## config.mk

```make
export PLATFORM = sky130hd
export DESIGN_NAME = crc8_step
export DESIGN_NICKNAME = d
export VERILOG_FILES = /design/src/rtl/latex_chk_pkg.sv /design/src/rtl/crc8_step.sv
export SDC_FILE = /design/constraint.sdc
export NUM_CORES = 1
export LEC_CHECK = 0
export CAP_MARGIN = 20
export CORE_AREA = 2 2 39 41
export DETAILED_ROUTE_END_ITERATION = 16
export DIE_AREA = 0 0 41 43
export SETUP_SLACK_MARGIN = 0.1
export SLEW_MARGIN = 20
export SYNTH_ARGS = -nofsm -noshare
export SYNTH_HDL_FRONTEND = slang
export SYNTH_SLANG_ARGS = --single-unit
```

## constraint.sdc

```tcl
create_clock -name vclk -period 1.1
set_input_delay 0.165 -clock vclk [all_inputs]
set_output_delay 0.165 -clock vclk [all_outputs]
set_load 0.005 [all_outputs]
```

## src/rtl/latex_chk_pkg.sv

```systemverilog
// rtl/latex_chk_pkg.sv - shared state encodings and ASCII/CRC constants for the stream checker
package latex_chk_pkg;

    localparam logic [2:0] ST_IDLE  = 3'd0;
    localparam logic [2:0] ST_FETCH = 3'd1;
    localparam logic [2:0] ST_WAIT  = 3'd2;
    localparam logic [2:0] ST_CMP   = 3'd3;
    localparam logic [2:0] ST_DRAIN = 3'd4;
    localparam logic [2:0] ST_DONE  = 3'd5;

    localparam logic [7:0] ASCII_NUL    = 8'h00;
    localparam logic [7:0] ASCII_DOLLAR = 8'h24;
    localparam logic [7:0] CRC8_POLY    = 8'h07;

endpackage

```

## src/rtl/crc8_step.sv

```systemverilog
// rtl/crc8_step.sv - one-byte combinational CRC-8 update (MSB-first, poly from package)
module crc8_step
    import latex_chk_pkg::*;
(
    input  logic [7:0] crc_in,
    input  logic [7:0] data_in,
    output logic [7:0] crc_out
);

    logic [7:0] w_c;

    always_comb begin
        w_c = crc_in ^ data_in;
        for (int i = 0; i < 8; i++) begin
            w_c = w_c[7] ? ((w_c << 1) ^ CRC8_POLY) : (w_c << 1);
        end
        crc_out = w_c;
    end

endmodule

```

==> results <==
==> final cells by class <==
type | instances | area, um^2 | area share, %
multi-input cells | 20 | 363 | 49.0
well taps | 16 | 20.0 | 2.70
repair buffers | 40 | 358 | 48.3
==> stage by stage <==
| stage | total power, mW | std cells | utilization [%] | area, um^2 | TNS, ns |
|---|---|---|---|---|---|
| 6_report | 0.724 | 76 | 53.5 | 741 | -1.35 |
| 5_1_grt | 0.780 | 76 | 53.5 | 741 | -1.82 |
| 4_1_cts | 0.674 | 74 | 49.5 | 686 | -1.26 |
| 3_5_place_dp | 0.615 | 67 | 41.8 | 578 | -7.82 |
| 3_3_place_gp | 0.616 | 67 | 41.8 | 578 | -7.81 |
| 2_1_floorplan | 0.269 | 20 | - | 265 | -0.0487 |
==> timing repair <==
action                                  CTS  global route
pin swaps                                18             8
buffers inserted                          8             2
gates resized for setup                 120            12
gates cloned                              0             0
endpoints found under the setup margin    8             8
==> cells in the mapped netlist <==
cell type / number
xnor2_1: 12
xnor3_2: 2
xor2_1: 5
xor2_2: 1
==> cells by family after synthesis <==
| logic type | count (synthesis) | share of synthesized area (%) |
|---|---|---|
| xor+xnor | 20 | 100 |
==> critical path, stage by stage <==
cell	delay, ns
buf_6	0.09
xor2_1	0.15
xnor3_2	0.46
buf_6	0.14
xnor2_2	0.12
buf_2	0.12
==> layer usage <==
| layer | up-vias | global-route usage (%) | share of wire (%) |
|---|---|---|---|
| met5 | - | 0 | 0 |
| met1 | 136 | 9.42 | 27 |
| li1 | 143 | - | - |
| met2 | 11 | 18.8 | 65 |
| met4 | 0 | 0 | 0 |
| met3 | 0 | 0 | 8.3 |
==> power by group <==
group          internal (mW)  total (mW)  switching (mW)
Sequential                 0           0               0
Combinational          0.482       0.724           0.242
Clock                      0           0               0
==> path summary, 6_finish.rpt <==
kind,endpoint,slack (ns),cells after the start
worst max-delay path,crc_out[2],-0.31,6
worst min-delay path,crc_out[5],0.79,5
==> summary.md <==
| Metric | Value |
|---|---|
| Status | `complete, but fails checks` |
| Failing checks | `setup timing` |
| Commonest non-fill, non-tap cells in the layout | `buf_6, buf_4, buf_2` |
| Detailed-route via count | `290` |
| Crit Path Max Fanout | `2` |
| Sequential fraction of the synthesis area | `0%` |
| Starting density of the core | `15.4%` |
| CP Class | `in2out` |
| Synth area leader | `xnor2_1` |
| Number of fill cells | `129` |
| CP Data Arrival Time | `1.25 ns` |
| Yosys top cell area share | `49.4%` |
| Min cycle time layout | `1.41 ns` |
| Post-route ant nets | `0` |
| Largest net degree at the start of global routing | `4` |
| Critical path required time | `0.94 ns` |
| Unrepaired setup endpoints after global routing | `true` |
| CORE AREA | `1380 um^2` |
| Initial DRC Count | `0` |
| Cell area after synthesis | `213 um^2` |
| Row count | `14` |
| First-pass GRT wire length | `1170 um` |
| Post-Synthesis Cells | `20` |
| I/O pins | `24` |
| Final HPWL DP | `513 um` |
| Initial antenna violation count | `0` |
| Slew at the pin closest to its max-slew limit | `0.225 ns` |
| FF/Latch Area | `0 um^2` |
| Hold_ws | `0.795 ns` |
| Vias in the first global route | `294` |
| Setup WS pre-CTS | `-1.11 ns` |
| Most common cell after layout, fill and taps aside | `buf_6` |
| Critical Path Start Type | `input port` |
| IO buf count | `24` |
| Layout cells sized above 1 | `90.0%` |
| Hold_buf cts | `0` |
| Hold_sp | `data_in[5]` |
| Dominant cells by area after synthesis | `xnor2_1, xnor3_2, xor2_1` |
| YS warnings | `0` |
| DR DRC count | `0` |
| Total wire length | `686 um` |
| Synth cell types | `4` |
| Routed wire per std cell | `9.03 um` |
| Slew HR | `84.9%` |
| Final clock period utilization by the worst path | `128%` |
| Leak | `0.365 nW` |
| Start point of the critical path | `data_in[0]` |
| Final hold vios | `0` |
| Max IR drop VDD | `0.362 mV` |
| FF+latch count | `0` |
| Die width | `41 um` |
| Post-layout nets | `78` |
| First-pass DRT Iterations | `1` |
| P&R area growth vs syn | `248%` |
| Post-Syn Area per Cell | `10.6 um^2` |
| HP Class | `in2out` |
| Total Routing Usage GR | `8.96%` |
| GPL Wtd Cong | `0.535` |
| Synthesized Nets | `36` |
| Setup violations, final | `8` |
| Via-to-Cell Ratio | `3.82` |
| Final WS setup | `-0.312 ns` |
| Final Max Tran Viols | `0` |
| Total gr overflow | `0` |
| # diodes | `0` |
| Fmax | `0.708 GHz` |
| Clkbuf count | `0` |
| MaxCap Viol Count | `0` |
| Pwr/cell area | `977 nW/um^2` |
| Die area | `1760 um^2` |
| CP Capture Type | `output port` |
| Die Y | `43 um` |
Note: power is estimated with default switching activity, not from simulation.
